[src/rtl/sd_host_cmd_pkg.sv]
// Shared definitions for the SD host CMD-line engine: response types, frame lengths, CRC7 and FSM codes.
// ST_BUSY only exists when SD_HOST_CMD_BUSY_EN is defined.
package sd_host_cmd_pkg;

  localparam logic [1:0] RSP_NONE     = 2'b00;
  localparam logic [1:0] RSP_48       = 2'b01;
  localparam logic [1:0] RSP_136      = 2'b10;
  localparam logic [1:0] RSP_48_NOCRC = 2'b11;

  localparam logic [7:0] FRAME_48  = 8'd48;
  localparam logic [7:0] FRAME_136 = 8'd136;

  // x^7 + x^3 + 1 with the x^7 term implied by the shift
  localparam logic [6:0] CRC7_POLY = 7'h09;

  localparam logic [2:0] ST_IDLE = 3'd0;
  localparam logic [2:0] ST_SEND = 3'd1;
  localparam logic [2:0] ST_WAIT = 3'd2;
  localparam logic [2:0] ST_RECV = 3'd3;
  localparam logic [2:0] ST_GAP  = 3'd4;
`ifdef SD_HOST_CMD_BUSY_EN
  localparam logic [2:0] ST_BUSY = 3'd5;
`endif

  function automatic logic [6:0] crc7_step(input logic [6:0] crc, input logic din);
    logic fb;
    fb = din ^ crc[6];
    return {crc[5:0], 1'b0} ^ (fb ? CRC7_POLY : 7'h00);
  endfunction

endpackage

[src/rtl/sd_host_cmd_crc7.sv]
// Serial CRC7 register shared by command generation and response checking.
// clr together with cen restarts the CRC with din as the first bit.
module sd_host_crc7
  import sd_host_cmd_pkg::*;
(
  input  logic       i_clk,
  input  logic       i_rst,
  input  logic       i_clr,
  input  logic       i_cen,
  input  logic       i_din,
  output logic [6:0] o_crc
);

  logic [6:0] r_crc;
  logic [6:0] w_base;

  assign w_base = i_clr ? 7'h00 : r_crc;

  always_ff @(posedge i_clk) begin
    if (!i_rst) begin
      r_crc <= 7'h00;
    end else if (i_cen) begin
      r_crc <= crc7_step(w_base, i_din);
    end else if (i_clr) begin
      r_crc <= 7'h00;
    end
  end

  assign o_crc = r_crc;

endmodule

[src/rtl/sd_host_cmd.sv]
// Host-side SD CMD-line engine: sends a 48-bit command, collects a 48/136-bit response, checks it.
// Define SD_HOST_CMD_BUSY_EN to add the R1b DAT0 busy wait (dat0_in, rsp_busy, busy_to).
module sd_host_cmd
  import sd_host_cmd_pkg::*;
#(
  parameter int NCR_MAX = 64,
  parameter int NCC     = 8
) (
  input  logic         i_clk,
  input  logic         i_rst,
  input  logic         i_start,
  input  logic [5:0]   i_cmd_idx,
  input  logic [31:0]  i_cmd_arg,
  input  logic [1:0]   i_rsp_type,
  input  logic         i_cmd_in,
`ifdef SD_HOST_CMD_BUSY_EN
  input  logic         i_dat0_in,
  input  logic         i_rsp_busy,
  output logic         o_busy_to,
`endif
  output logic         o_cmd_oe,
  output logic         o_cmd_od,
  output logic         o_busy,
  output logic         o_done,
  output logic [135:0] o_rsp_q,
  output logic         o_timeout,
  output logic         o_crc_err,
  output logic         o_idx_err
);

  localparam int NCR_W = (NCR_MAX > 2) ? $clog2(NCR_MAX) : 1;
  localparam int NCC_W = (NCC > 1) ? $clog2(NCC) : 1;
  // done lands exactly NCR_MAX clocks after the command end bit
  localparam logic [NCR_W-1:0] NCR_LAST = NCR_W'(NCR_MAX - 2);
  localparam logic [NCC_W-1:0] NCC_LAST = NCC_W'(NCC - 1);

  logic [2:0]       r_state;
  logic [7:0]       r_bit;
  logic [NCR_W-1:0] r_ncr;
  logic [NCC_W-1:0] r_gap;
  logic [39:0]      r_tx;
  logic [5:0]       r_idx;
  logic [1:0]       r_type;
  logic [135:0]     r_rsp;
  logic             r_done;
  logic             r_timeout;
  logic             r_crc_err;
  logic             r_idx_err;
`ifdef SD_HOST_CMD_BUSY_EN
  logic             r_rsp_busy;
  logic [15:0]      r_bcnt;
  logic             r_busy_to;
`endif

  logic [6:0]   w_crc;
  logic         w_crc_clr;
  logic         w_crc_cen;
  logic         w_crc_din;
  logic         w_tx_bit;
  logic [135:0] w_rsp_next;
  logic         w_last;
  logic         w_rx_crc_err;
  logic         w_rx_idx_err;

  sd_host_crc7 u_crc7 (
    .i_clk (i_clk),
    .i_rst (i_rst),
    .i_clr (w_crc_clr),
    .i_cen (w_crc_cen),
    .i_din (w_crc_din),
    .o_crc (w_crc)
  );

  // R2 skips its 8 header bits, so its CRC restarts at received bit 8
  always_comb begin
    w_crc_clr = 1'b0;
    w_crc_cen = 1'b0;
    w_crc_din = i_cmd_in;
    case (r_state)
      ST_IDLE: w_crc_clr = i_start;
      ST_SEND: begin
        w_crc_cen = (r_bit < 8'd40);
        w_crc_din = r_tx[39];
      end
      ST_WAIT: begin
        w_crc_clr = ~i_cmd_in;
        w_crc_cen = ~i_cmd_in;
      end
      ST_RECV: begin
        if (r_type == RSP_136) begin
          w_crc_clr = (r_bit == 8'd8);
          w_crc_cen = (r_bit >= 8'd8) && (r_bit < 8'd128);
        end else begin
          w_crc_cen = (r_bit < 8'd40);
        end
      end
      default: ;
    endcase
  end

  always_comb begin
    if (r_bit < 8'd40) begin
      w_tx_bit = r_tx[39];
    end else if (r_bit < 8'd47) begin
      w_tx_bit = w_crc[3'd6 - r_bit[2:0]];
    end else begin
      w_tx_bit = 1'b1;
    end
  end

  assign w_rsp_next   = {r_rsp[134:0], i_cmd_in};
  assign w_last       = (r_bit == ((r_type == RSP_136) ? FRAME_136 : FRAME_48) - 8'd1);
  assign w_rx_crc_err = ~i_cmd_in | ((r_type != RSP_48_NOCRC) && (w_rsp_next[7:1] != w_crc));
  assign w_rx_idx_err = (r_type == RSP_48) && (w_rsp_next[45:40] != r_idx);

  always_ff @(posedge i_clk) begin
    if (!i_rst) begin
      r_state   <= ST_IDLE;
      r_bit     <= 8'd0;
      r_ncr     <= '0;
      r_gap     <= '0;
      r_tx      <= 40'd0;
      r_idx     <= 6'd0;
      r_type    <= RSP_NONE;
      r_rsp     <= 136'd0;
      r_done    <= 1'b0;
      r_timeout <= 1'b0;
      r_crc_err <= 1'b0;
      r_idx_err <= 1'b0;
`ifdef SD_HOST_CMD_BUSY_EN
      r_rsp_busy <= 1'b0;
      r_bcnt     <= 16'd0;
      r_busy_to  <= 1'b0;
`endif
    end else begin
      r_done <= 1'b0;
      r_ncr  <= '0;
      r_gap  <= '0;
      case (r_state)
        ST_IDLE: begin
          if (i_start) begin
            r_tx      <= {2'b01, i_cmd_idx, i_cmd_arg};
            r_idx     <= i_cmd_idx;
            r_type    <= i_rsp_type;
            r_rsp     <= 136'd0;
            r_timeout <= 1'b0;
            r_crc_err <= 1'b0;
            r_idx_err <= 1'b0;
            r_bit     <= 8'd0;
            r_state   <= ST_SEND;
`ifdef SD_HOST_CMD_BUSY_EN
            r_rsp_busy <= i_rsp_busy;
            r_busy_to  <= 1'b0;
`endif
          end
        end
        ST_SEND: begin
          r_tx  <= {r_tx[38:0], 1'b0};
          r_bit <= r_bit + 8'd1;
          if (r_bit == FRAME_48 - 8'd1) begin
            r_bit <= 8'd0;
            if (r_type == RSP_NONE) begin
              r_done  <= 1'b1;
              r_state <= ST_GAP;
            end else begin
              r_state <= ST_WAIT;
            end
          end
        end
        ST_WAIT: begin
          if (!i_cmd_in) begin
            r_rsp   <= w_rsp_next;
            r_bit   <= 8'd1;
            r_state <= ST_RECV;
          end else if (r_ncr == NCR_LAST) begin
            r_timeout <= 1'b1;
            r_done    <= 1'b1;
            r_state   <= ST_GAP;
          end else begin
            r_ncr <= r_ncr + 1'b1;
          end
        end
        ST_RECV: begin
          r_rsp <= w_rsp_next;
          r_bit <= r_bit + 8'd1;
          if (w_last) begin
            r_crc_err <= w_rx_crc_err;
            r_idx_err <= w_rx_idx_err;
`ifdef SD_HOST_CMD_BUSY_EN
            if (r_rsp_busy && !w_rx_crc_err && !w_rx_idx_err) begin
              r_bcnt  <= 16'd0;
              r_state <= ST_BUSY;
            end else begin
              r_done  <= 1'b1;
              r_state <= ST_GAP;
            end
`else
            r_done  <= 1'b1;
            r_state <= ST_GAP;
`endif
          end
        end
`ifdef SD_HOST_CMD_BUSY_EN
        // first BUSY cycle ignores DAT0 so the card gets at least two clocks to pull it low
        ST_BUSY: begin
          r_bcnt <= r_bcnt + 16'd1;
          if (i_dat0_in && (r_bcnt != 16'd0)) begin
            r_done  <= 1'b1;
            r_state <= ST_GAP;
          end else if (r_bcnt == 16'hFFFF) begin
            r_busy_to <= 1'b1;
            r_done    <= 1'b1;
            r_state   <= ST_GAP;
          end
        end
`endif
        ST_GAP: begin
          if (r_gap == NCC_LAST) begin
            r_state <= ST_IDLE;
          end else begin
            r_gap <= r_gap + 1'b1;
          end
        end
        default: r_state <= ST_IDLE;
      endcase
    end
  end

  assign o_cmd_oe  = (r_state == ST_SEND);
  assign o_cmd_od  = (r_state == ST_SEND) ? w_tx_bit : 1'b1;
  assign o_busy    = (r_state != ST_IDLE);
  assign o_done    = r_done;
  assign o_rsp_q   = r_rsp;
  assign o_timeout = r_timeout;
  assign o_crc_err = r_crc_err;
  assign o_idx_err = r_idx_err;
`ifdef SD_HOST_CMD_BUSY_EN
  assign o_busy_to = r_busy_to;
`endif

endmodule
[config.mk]
export PLATFORM = sky130hd
export DESIGN_NAME = sd_host_cmd
export DESIGN_NICKNAME = d
export VERILOG_FILES = /design/src/rtl/sd_host_cmd_pkg.sv /design/src/rtl/sd_host_cmd_crc7.sv /design/src/rtl/sd_host_cmd.sv
export SDC_FILE = /design/constraint.sdc
export NUM_CORES = 1
export LEC_CHECK = 0
export BUFFER_PORTS_ARGS = -buffer_cell sky130_fd_sc_hd__buf_2
export CORE_ASPECT_RATIO = 0.7
export CORE_UTILIZATION = 40
export CTS_BUF_LIST = sky130_fd_sc_hd__clkbuf_16
export CTS_CLUSTER_SIZE = 28
export DETAILED_ROUTE_END_ITERATION = 16
export PLACE_DENSITY = 0.66
export SLEW_MARGIN = 20
export SYNTH_ARGS = -nofsm -noshare
export SYNTH_HDL_FRONTEND = slang
export SYNTH_SLANG_ARGS = --single-unit
[constraint.sdc]
create_clock -name i_clk -period 4.1 [get_ports i_clk]
set_clock_uncertainty 0.15 [all_clocks]
set_input_delay 0.615 -clock i_clk [delete_from_list [all_inputs] [get_ports i_clk]]
set_output_delay 0.615 -clock i_clk [all_outputs]
set_load 0.03 [all_outputs]
==> results.sh <==
export IMPL_ctsHtreeMaxLevel=1
export IMPL_portBuffers=186
export IMPL_hpwlAfterDp_mm=13.7
export IMPL_synthTopCellsByArea="dfxtp_1, nand2_1, a21oi_1, nand3_1, a311oi_1"
export IMPL_first_pass_iters=5
export IMPL_path_clk_slew_ns=0.06
export IMPL_syn_avg_cell_area_sq_um=8.01
export IMPL_dr_total_vias=7888
export IMPL_intPower_uw=3640
export IMPL_cts_resized=0
export IMPL_synth_cell_type_count=46
export IMPL_area_growth_pct=20.9
export IMPL_arrival_ns=2.92
export IMPL_ys_async_sr_fraction=0
export IMPL_ys_warn_count=0
export IMPL_drt_initial_drc_count=618
export IMPL_routed_wirelength_mm=22.2
export IMPL_final_layout_size_suffix_gt1_frac=0.197
export IMPL_rows=44
export IMPL_fill_cells=2058
export IMPL_antenna_found_initial=0
export IMPL_insertion_delay_ns=0.51
export IMPL_wire_per_inst_um=14.8
export IMPL_ir_drop_v=0.000315
export IMPL_rsz0062_at_grt="false"
export IMPL_swShare=0.326
export IMPL_worst_setup_path_end_kind="output pin"
export IMPL_netlist_instances=1072
export IMPL_ant_nets=0
export IMPL_grt_pass1_vias=7007
export IMPL_setup_worst_path_start_class="flop"
export IMPL_final_cells=1497
export IMPL_grt_pass1_wl_mm=36.6
export IMPL_slew_viol_final=0
export IMPL_synthesis_area_sq_um=8580
export IMPL_tns_ns=0
export IMPL_crit_chain="inv_1 > ha_1 > mux4_2 > nand2b_1 > nand3b_1 > a31oi_1 > or4_1 > buf_2"
export IMPL_worstMarginPinSlew_ns=0.819
export IMPL_holdCritPathClass="in2reg"
export IMPL_core_sq_um=20900
export IMPL_vias_per_cell=5.27
export IMPL_outcome="finished clean"
export IMPL_syn_nets=1122
export IMPL_ys_flop_type="dfxtp_1"
export IMPL_cp_slowest_cell="mux4_2"
export IMPL_synth_most_common_cell="nand2_1"
export IMPL_ios=187
export IMPL_hold_viol_final=0
export IMPL_power_switching_uw=1760
export IMPL_seq_power_share=0.430
export IMPL_netlist_top_cells_count="nand2_1, dfxtp_1, a21oi_1"
export IMPL_slowest_delay_ns=0.54
export IMPL_netlist_area_leader_share=0.502
export IMPL_crit_fanout=7
export IMPL_grt_overflow_total=0
export IMPL_yosysTopAreaCell="dfxtp_1"
export IMPL_grt_max_degree=136
export IMPL_ys_seq_elements=215
export IMPL_cts_buffer_depth=3
export IMPL_die_h_um=125
export IMPL_final_nets=1255
export IMPL_cts_buffers=23
export IMPL_track_usage=0.198
export IMPL_setup_viol=0
export IMPL_cts_setup_buffers=0
export IMPL_root_buffer="clkbuf_16"
export IMPL_clkPwrFrac=0.367
export IMPL_clock_fmax_ghz=0.272
export IMPL_hold_buffers=0
export IMPL_dp_cells=1456
export IMPL_start_util=0.411
export IMPL_cts_tree="built"
export IMPL_leakage_uw=0.00416
export IMPL_die_w_um=177
export IMPL_relSlewSlack=0.454
export IMPL_synth_edff_count=0
export IMPL_seq_area_frac_synth=0.502
export IMPL_antenna_cells=0
export IMPL_combinationalPowerShare=0.203
export IMPL_drcViolationCount=0
export IMPL_gp_congestion=0.847
export IMPL_cap_violations=0
export IMPL_finalCritPeriodShare=0.898
export IMPL_p_per_area_nw_per_um2=520
export IMPL_path_class="reg2out"
export IMPL_worst_ep_required_time_ns=3.34
export IMPL_die_area_sq_um=22100
export IMPL_cts_sinks=215
export IMPL_timing_final_crit_period_ns=3.68
==> layer usage <==
metal / wire (um) / track usage / up-vias / share of wire
met5: 0 / 0 / - / 0
met4: 409 / 0.0441 / 0 / 0.018
met3: 1520 / 0.0476 / 28 / 0.069
met2: 9200 / 0.279 / 203 / 0.41
met1: 11000 / 0.298 / 3696 / 0.50
li1: - / - / 3961 / -
==> flip-flops by register name, summed over array words and instances, names as in the netlist <==
| register | count |
|---|---|
| r_type | 2 |
| o_rsp_q | 136 |
| r_gap | 3 |
| r_state | 3 |
| o_timeout | 1 |
| o_idx_err | 1 |
| o_crc_err | 1 |
| u_crc7.o_crc | 7 |
| r_bit | 8 |
| r_ncr | 6 |
| o_done | 1 |
| r_idx | 6 |
| r_tx | 40 |
==> worst max-delay path, delay by kind of cell, from the launching register on <==
family                     cells  cell delay (ns)
muxes                          1             0.54
AOI/OAI and AO/OA              1             0.08
and+or+nand+nor                3             0.68
adders and majority gates      1             0.38
DFF                            1             0.44
buffers and inverters          2             0.29
==> path summary, 6_finish.rpt <==
check / start / end / slack [ns] / depth (start not counted)
max: r_bit[0]$_SDFFE_PN0P_ / o_cmd_od / 0.42 / 8
min: i_rsp_type[1] / r_type[1]$_SDFFE_PN0P_ / 0.21 / 3
max reg2reg: r_state[1]$_SDFFE_PN0P_ / o_rsp_q[92]$_SDFFE_PN0P_ / 1.42 / 5
min reg2reg: r_gap[0]$_SDFF_PP0_ / r_gap[0]$_SDFF_PP0_ / 0.27 / 1
==> cell type report <==
class / count / area (sq um) / area share
clock buffer: 23 / 576 / 0.0555
clock inverter: 18 / 138 / 0.0133
inverter: 13 / 53.8 / 0.00519
multi-input combinational: 755 / 3910 / 0.377
sequential: 215 / 4300 / 0.415
tap: 276 / 345 / 0.0333
timing repair buffer: 197 / 1050 / 0.101
==> power groups by stage <==
stage          Clock (uW)  Sequential, uW  Combinational, uW
3_3_place_gp            0            2360               1090
3_5_place_dp            0            2360               1090
4_1_cts              2030            2320               1100
5_1_grt              2120            2340               1220
6_report             1980            2320               1100
2_1_floorplan           0            2330                847
==> cells in the final DEF, fill, tap and decap left out, types with 2 or more instances in the layout <==
| master | n |
|---|---|
| nor2_1 | 71 |
| xnor2_1 | 9 |
| nand3b_1 | 3 |
| inv_1 | 17 |
| o31a_1 | 3 |
| a31oi_1 | 9 |
| ha_1 | 6 |
| nand2b_1 | 3 |
| mux2i_1 | 10 |
| or3b_2 | 2 |
| xor2_1 | 12 |
| nor3_1 | 12 |
| or4_1 | 2 |
| buf_4 | 8 |
| nand3_1 | 141 |
| buf_2 | 186 |
| and3_1 | 7 |
| nand4_1 | 4 |
| clkbuf_16 | 23 |
| dfxtp_1 | 215 |
| nand2_1 | 229 |
| nor2b_1 | 5 |
| o21a_1 | 2 |
| o31ai_1 | 3 |
| o21ai_0 | 11 |
| bufinv_16 | 2 |
| mux2_2 | 2 |
| clkinv_1 | 5 |
| a21oi_1 | 151 |
| a311oi_1 | 33 |
| a22oi_1 | 3 |
| inv_6 | 2 |
| clkinv_2 | 4 |
| a32o_1 | 2 |
| nor4_1 | 4 |
| buf_12 | 3 |
==> kinds of logic (layout without fill, tap and decap cells) <==
| family | count (synthesis) | after routing | synth area share |
|---|---|---|---|
| mux | 13 | 13 | 0.0169 |
| xor+xnor | 21 | 21 | 0.0214 |
| compound gates | 225 | 225 | 0.156 |
| flops | 215 | 215 | 0.502 |
| fa+ha+maj | 6 | 6 | 0.00875 |
| simple gates | 490 | 490 | 0.250 |
| buf+inv | 102 | 251 | 0.0461 |
==> stage by stage <==
step	instance area [sq um]	util	power [uW]	setup slack (ns)	hold WS, ns
after global placement	9660	0.463	3460	1.02	0.262
after detailed placement	9660	0.463	3460	0.972	0.265
after global routing	10400	0.497	5680	0.303	0.207
after CTS	10400	0.497	5450	0.422	0.190
final	10400	0.497	5400	0.419	0.206
after floorplan	8580	-	3180	1.16	0.249
(Power assumes the default switching activity.)
